## src/rtl/regfile_writeback_pkg.sv

```systemverilog
// Shared definitions for the ALU / decode / writeback slice.
//   - datapath and register-file geometry constants
//   - 4-bit opcode encodings
//   - writeback class of an opcode and helper functions deriving it
package regfile_writeback_pkg;

   localparam int unsigned DATA_W   = 8;
   localparam int unsigned NUM_REGS = 8;
   localparam int unsigned ADDR_W   = 3;

   localparam logic [3:0] OP_AND  = 4'b0000;
   localparam logic [3:0] OP_ADD  = 4'b0001;
   localparam logic [3:0] OP_SLL  = 4'b0010;
   localparam logic [3:0] OP_SRL  = 4'b0011;
   localparam logic [3:0] OP_SUB  = 4'b0100;
   localparam logic [3:0] OP_SLT  = 4'b0101;
   localparam logic [3:0] OP_ABS  = 4'b0110;
   localparam logic [3:0] OP_SEQ  = 4'b0111;
   localparam logic [3:0] OP_SET  = 4'b1000;
   localparam logic [3:0] OP_ADDC = 4'b1001;

   // What an instruction does at commit: nothing, write a register, or write CB.
   typedef enum logic [1:0] {
      WB_NONE = 2'd0,
      WB_REG  = 2'd1,
      WB_CB   = 2'd2
   } wb_class_e;

   function automatic logic op_writes_reg(input logic [3:0] opcode);
      case (opcode)
         OP_AND, OP_ADD, OP_SLL, OP_SRL,
         OP_SUB, OP_ABS, OP_SET, OP_ADDC: op_writes_reg = 1'b1;
         default:                         op_writes_reg = 1'b0;
      endcase
   endfunction

   function automatic logic op_writes_cb(input logic [3:0] opcode);
      case (opcode)
         OP_SLT, OP_SEQ: op_writes_cb = 1'b1;
         default:        op_writes_cb = 1'b0;
      endcase
   endfunction

   function automatic wb_class_e op_class(input logic [3:0] opcode);
      if (op_writes_reg(opcode)) begin
         op_class = WB_REG;
      end else if (op_writes_cb(opcode)) begin
         op_class = WB_CB;
      end else begin
         op_class = WB_NONE;
      end
   endfunction

endpackage

```

## src/rtl/regfile_writeback_regfile_array.sv

```systemverilog
// Architectural register storage.
//   NUM_REGS x DATA_W registers, two asynchronous read ports, one
//   synchronous write port, asynchronous active-high reset to zero.
// Ports:
//   clk, reset          clock / async reset
//   we, waddr, wdata    write port (committed on rising edge)
//   raddr_a, rdata_a    read port A (combinational)
//   raddr_b, rdata_b    read port B (combinational)
module regfile_array
   import regfile_writeback_pkg::*;
#(
   parameter int unsigned DATA_W   = regfile_writeback_pkg::DATA_W,
   parameter int unsigned NUM_REGS = regfile_writeback_pkg::NUM_REGS,
   parameter int unsigned ADDR_W   = regfile_writeback_pkg::ADDR_W
) (
   input  logic              clk,
   input  logic              reset,
   input  logic              we,
   input  logic [ADDR_W-1:0] waddr,
   input  logic [DATA_W-1:0] wdata,
   input  logic [ADDR_W-1:0] raddr_a,
   output logic [DATA_W-1:0] rdata_a,
   input  logic [ADDR_W-1:0] raddr_b,
   output logic [DATA_W-1:0] rdata_b
);

   logic [DATA_W-1:0] mem [NUM_REGS];

   always_ff @(posedge clk or posedge reset) begin
      if (reset) begin
         for (int unsigned i = 0; i < NUM_REGS; i++) begin
            mem[i] <= '0;
         end
      end else if (we) begin
         mem[waddr] <= wdata;
      end
   end

   assign rdata_a = mem[raddr_a];
   assign rdata_b = mem[raddr_b];

endmodule

```

## src/rtl/regfile_writeback.sv

```systemverilog
// Writeback stage downstream of the 8-bit ALU.
//   Captures ALU output into a one-entry writeback register, commits it to
//   the register file / CB flag on the following edge, and serves the two
//   ALU operand read ports with full bypass from the pending entry.
// Ports:
//   clk, reset                  clock / async active-high reset
//   valid_i, stall_i, flush_i   capture control (flush > stall > valid)
//   opcode_i, rd_addr_i,
//   alu_result_i, zero_i        ALU outputs for the instruction in flight
//   rs_addr_i / rs_data_o       operand port A (bypassed)
//   rt_addr_i / rt_data_o       operand port B (bypassed)
//   cb_o                        current CB flag (bypassed)
//   wb_valid_o, wb_addr_o,
//   wb_data_o                   pending register write
module regfile_writeback
   import regfile_writeback_pkg::*;
#(
   parameter int unsigned DATA_W   = regfile_writeback_pkg::DATA_W,
   parameter int unsigned NUM_REGS = regfile_writeback_pkg::NUM_REGS,
   parameter int unsigned ADDR_W   = regfile_writeback_pkg::ADDR_W
) (
   input  logic              clk,
   input  logic              reset,
   input  logic              valid_i,
   input  logic              stall_i,
   input  logic              flush_i,
   input  logic [3:0]        opcode_i,
   input  logic [ADDR_W-1:0] rd_addr_i,
   input  logic [DATA_W-1:0] alu_result_i,
   input  logic              zero_i,
   input  logic [ADDR_W-1:0] rs_addr_i,
   input  logic [ADDR_W-1:0] rt_addr_i,
   output logic [DATA_W-1:0] rs_data_o,
   output logic [DATA_W-1:0] rt_data_o,
   output logic              cb_o,
   output logic              wb_valid_o,
   output logic [ADDR_W-1:0] wb_addr_o,
   output logic [DATA_W-1:0] wb_data_o
);

   logic              stage_valid;
   wb_class_e         stage_class;
   logic [ADDR_W-1:0] wb_addr;
   logic [DATA_W-1:0] wb_data;
   logic              stage_zero;
   logic              cb_reg;

   logic              capture;
   logic              reg_pending;
   logic              cb_pending;
   logic [DATA_W-1:0] rf_rs_data;
   logic [DATA_W-1:0] rf_rt_data;

   assign capture     = valid_i & ~stall_i & ~flush_i;
   assign reg_pending = stage_valid & (stage_class == WB_REG);
   assign cb_pending  = stage_valid & (stage_class == WB_CB);

   // Commit of the old entry and capture of the new one share one edge; the
   // stage empties whenever nothing is captured, so no entry commits twice.
   always_ff @(posedge clk or posedge reset) begin
      if (reset) begin
         stage_valid <= 1'b0;
         stage_class <= WB_NONE;
         wb_addr     <= '0;
         wb_data     <= '0;
         stage_zero  <= 1'b0;
         cb_reg      <= 1'b0;
      end else begin
         if (cb_pending) begin
            cb_reg <= stage_zero;
         end
         stage_valid <= capture;
         if (capture) begin
            stage_class <= op_class(opcode_i);
            wb_addr     <= rd_addr_i;
            wb_data     <= alu_result_i;
            stage_zero  <= zero_i;
         end
      end
   end

   regfile_array #(
      .DATA_W   (DATA_W),
      .NUM_REGS (NUM_REGS),
      .ADDR_W   (ADDR_W)
   ) u_regfile_array (
      .clk     (clk),
      .reset   (reset),
      .we      (reg_pending),
      .waddr   (wb_addr),
      .wdata   (wb_data),
      .raddr_a (rs_addr_i),
      .rdata_a (rf_rs_data),
      .raddr_b (rt_addr_i),
      .rdata_b (rf_rt_data)
   );

   always_comb begin
      rs_data_o = rf_rs_data;
      rt_data_o = rf_rt_data;
      cb_o      = cb_reg;
      if (reg_pending && (wb_addr == rs_addr_i)) begin
         rs_data_o = wb_data;
      end
      if (reg_pending && (wb_addr == rt_addr_i)) begin
         rt_data_o = wb_data;
      end
      if (cb_pending) begin
         cb_o = stage_zero;
      end
   end

   assign wb_valid_o = reg_pending;
   assign wb_addr_o  = wb_addr;
   assign wb_data_o  = wb_data;

endmodule
```

## config.mk

```make
export PLATFORM = sky130hd
export DESIGN_NAME = regfile_writeback
export DESIGN_NICKNAME = d
export VERILOG_FILES = /design/src/rtl/regfile_writeback_pkg.sv /design/src/rtl/regfile_writeback_regfile_array.sv /design/src/rtl/regfile_writeback.sv
export SDC_FILE = /design/constraint.sdc
export NUM_CORES = 1
export LEC_CHECK = 0
export ABC_AREA = 1
export BUFFER_PORTS_ARGS = -buffer_cell sky130_fd_sc_hd__buf_2
export CORE_MARGIN = 2
export CORE_UTILIZATION = 45
export CTS_CLUSTER_SIZE = 30
export DETAILED_ROUTE_END_ITERATION = 10
export GPL_ROUTABILITY_DRIVEN = 1
export PLACE_DENSITY = 0.7
export SETUP_SLACK_MARGIN = 0.5
export SYNTH_ARGS = -nofsm -noshare
export SYNTH_HDL_FRONTEND = slang
export SYNTH_HIERARCHICAL = 1
export SYNTH_SLANG_ARGS = --single-unit
```

## constraint.sdc

```tcl
create_clock -name clk -period 2.35 [get_ports clk]
set_input_delay 0.3525 -clock clk [delete_from_list [all_inputs] [get_ports clk]]
set_output_delay 0.3525 -clock clk [all_outputs]
set_load 0.03 [all_outputs]
```

==> results.md <==
- Counting flops per register, the top entry is u_regfile_array/mem.
- Following the worst setup path forward leads to its endpoint at rs_data_o[3].
- STA puts the critical path data arrival time at 1.63 ns.
- The post-synthesis cell type with the largest combined area is dfrtp_1.
- The final number of hold-violating endpoints is 0.
- The clock input transition at the sequential cells of the worst setup and hold paths is 0.08 ns.
- Input and output buffers added on the ports amount to 55.
- Measured in cells, the most critical reg-to-reg path has a length of 8.
- The number of vias after detailed routing is 4833.
- The internal portion of the total power is 2.49 mW.
- The I/O pin count is 56.
- The part of the total power dissipated in sequential elements is 0.435.
- The finished cells cover 5610 sq um.
- The via density per instance is 5.19.
- The count of pins over their slew limit is 0.
- The routed wirelength normalized by instance count is 15.2 um.
- The initial standard-cell utilization of the core is 0.468.
- Setup violations remaining at the end of the flow were counted as 0.
- The synthesis-to-layout area growth is 15.2%.
- The detailed-placement wirelength estimate is 10200 um.
- The peak ir drop on the vdd network is 0.283 mV.
- The routed design has 14100 um of wire.
- The leakage component of the power is 3.15 nW.
- The CTS root buffer is clkbuf_8.
- The TritonCTS clock tree is yes.
- The global router's overall resource usage is 0.258.
- The number of library cell types mapped by synthesis is 21.
- Entering global routing, the biggest net connects 35 pins.
- The post-synthesis instance total is 740.
- The count of TritonRoute iterations in the first routing pass is 6.
- The final layout contains 818 nets.
- STA classifies the critical path endpoint as an output pin.
- The initial DRC count is 678.
- The flow ran to the end, and the final reports show no timing, DRC or antenna violations.
- The number of synthesized flops with an enable pin is 0.
- The number of buffers added by the clock tree synthesis step is 9.
- In the final timing run, aggregate negative setup slack is 0 ns.
- For this run, the register share of the synthesized area comes to 0.411.
- The clock skew after layout is 0.0174 ns.
- The die is 108 um wide.
- The startpoint type of the worst setup path is a register.
- The commonest cells after synthesis are nand2_1 (353), inv_1 (96), nand3_1 (83), dfrtp_1 (80), o21ai_0 (69).
- The synthesized design contains 80 register bits.
- In this run the worst path has a maximum fanout of 9.
- The clock drives 80 sinks.
- The primary flip-flop cell chosen by synthesis mapping is dfrtp_1.
- In this run the critical register-to-register path is launched from stage_class[1].
- Global routing finished with a remaining overflow of 0.
- The worst-case clock buffer depth is 2.
- The switching component of the power is 1.43 mW.
- The design draws 3.93 mW.
- The placed instances occupy a cell area of 5240 sq um.
- Setup repair after global routing could not meet its margin everywhere.
- In this run the worst setup path begins at stage_class[1].
- The top cell type's share of synthesized area is 0.411.
- The filler cells instantiated in the layout total 1006.
- Of the total power, the clock network draws 0.285.
- The number of diodes added for antenna fixing is 0.
- Across the run, the number of max-cap violations was 0.
- The worst-case register-to-register setup slack is 0.59 ns.
- The critical setup path kind is register to output pin.
- The number of standard-cell rows in the floorplan is 37.
- Clock latency on the worst-skew pair, taken at its later pin, is 0.38 ns.
- Of the available clock period, the critical path in the final layout requires 0.845.
- In this run the tightest slew margin relative to its limit is 0.586.
- The total core area is 10400 sq um.
- The die is 108 um tall.
- The net switching share of the total power is 0.365.
- The number of nets in the synthesized netlist is 767.
- The total standard cell area after synthesis is 4870 sq um.
- The number of global-route vias before repair was 4592.
- In this run the critical register-to-register path is captured at u_regfile_array/mem[26].
- The floorplan step defined a die boundary enclosing 11700 sq um.
- The min-delay analysis places its worst path in the category input pin to async pin.
- For this run, the number of standard cells in the final layout without fillers is 931.
- The flip-flop count of the largest register after layout is 64.
- The final weighted congestion in routability-driven placement is 0.927.
- The cell count after placement is 911.
- The number of DRC violations after detailed routing is 0.
- STA puts the critical path data required time at 2.00 ns.
- The combinational fraction of design power is 0.280.
- The clock period minus worst slack is 1.99 ns.
- In the post-synthesis netlist, the biggest area contributors are dfrtp_1 (41%), nand2_1 (27%), nand3_1 (8.5%), inv_1 (7.4%), o21ai_0 (7.1%).
- Yosys printed 6 warnings.
- Once detail routing completed, the nets flagged for antenna violations numbered 0.
- Of the cells placed in the final design, the portion with a size suffix greater than 1 is 0.157.
- For the pin with the worst max-slew slack, the measured transition is 0.621 ns.
- Power spread over the standard cell area amounts to 700 nW/um^2.
- The most frequently used cell type in the post-synthesis netlist is nand2_1.
- The H-tree depth reported by CTS is 3.
- For this run, asynchronously set or reset flops after synthesis account for 1.00.
- The initial antenna violation count is 0.
- The achievable clock frequency is 503 MHz.
- A synthesized cell averages 6.58 sq um.
- The first global-routing pass estimated 23500 um of wire.
==> worst min-delay path by stage <==
stage / startpoint / to / slack, ns / depth (start not counted)
finish: reset / u_regfile_array/mem[20] / 0.02 / 2
detailed placement: reset / u_regfile_array/mem[20] / 0.43 / 2
CTS: reset / u_regfile_array/mem[20] / 0.03 / 2
floorplan: reset / cb_reg / 0.27 / 1
global route: reset / u_regfile_array/mem[52] / 0.05 / 2
global placement: reset / u_regfile_array/mem[20] / 0.42 / 2
==> power groups by stage <==
stage | logic (mW) | registers, mW | clock network, mW
after CTS | 1.07 | 1.70 | 1.14
final | 1.10 | 1.71 | 1.12
after floorplan | 0.682 | 1.75 | 0
after global placement | 0.995 | 1.73 | 0
after detailed placement | 1.01 | 1.73 | 0
after global routing | 1.24 | 1.73 | 1.20
==> per-layer routing <==
metal | vias to the layer above | track usage | wire [um]
met3 | 25 | 0.0633 | 1240
met4 | 0 | 0.0879 | 284
met1 | 2208 | 0.368 | 6380
li1 | 2369 | - | -
met5 | - | 0 | 0
met2 | 231 | 0.384 | 6210
==> critical path, stage by stage (launching register included) <==
cell and delay [ns]:
dfrtp_1 0.41, inv_2 0.08, nand3_4 0.13, nor2_8 0.22, nand2_4 0.10, nand2_1 0.09, nand2_1 0.06, buf_4 0.16
==> placed cells by master (no fill, tap or decap), drive strengths merged <==
| master | synthesis | routed |
|---|---|---|
| bufinv | 0 | 2 |
| o21a | 1 | 1 |
| nand2 | 361 | 361 |
| clkinvlp | 0 | 4 |
| buf | 25 | 70 |
| nor3 | 2 | 2 |
| inv | 100 | 98 |
| o22ai | 1 | 1 |
| clkbuf | 7 | 9 |
| dfrtp | 80 | 80 |
| nand3 | 84 | 84 |
| nor2 | 10 | 12 |
| clkinv | 0 | 2 |
| o21ai | 69 | 69 |
==> stage by stage <==
stage / hold slack, ns / util / setup WS, ns
after detailed placement: 0.429 / 0.503 / 0.387
after global placement: 0.421 / 0.503 / 0.415
after global routing: 0.0530 / 0.538 / 0.254
final: 0.0218 / 0.538 / 0.363
after CTS: 0.0256 / 0.533 / 0.368
after floorplan: 0.266 / - / 0.674
==> logic make-up (layout without fill, tap and decap cells) <==
kind of cell / count (synthesis) / in the layout / synth area share
simple gates: 457 / 459 / 0.401
compound gates: 71 / 71 / 0.0737
flops: 80 / 80 / 0.411
buf+inv: 132 / 185 / 0.114
==> layout make-up <==
type,instances,area (sq um),share of cell area
tap,136,170,0.0303
inverter,100,385,0.0687
multi-input combinational,530,2390,0.427
timing repair buffer,70,444,0.0792
clock inverter,6,85.1,0.0152
clock buffer,9,124,0.0221
sequential,80,2010,0.358
==> repair_timing <==
item | 4_1_cts | 5_1_grt
pin swaps | 4 | 3
setup buffers | 2 | 1
resized for setup | 22 | 16
endpoints found under the setup margin | 16 | 65
cloned | 2 | 0
hold buffers | 0 | 0
Note: power is estimated with default switching activity, not from simulation.
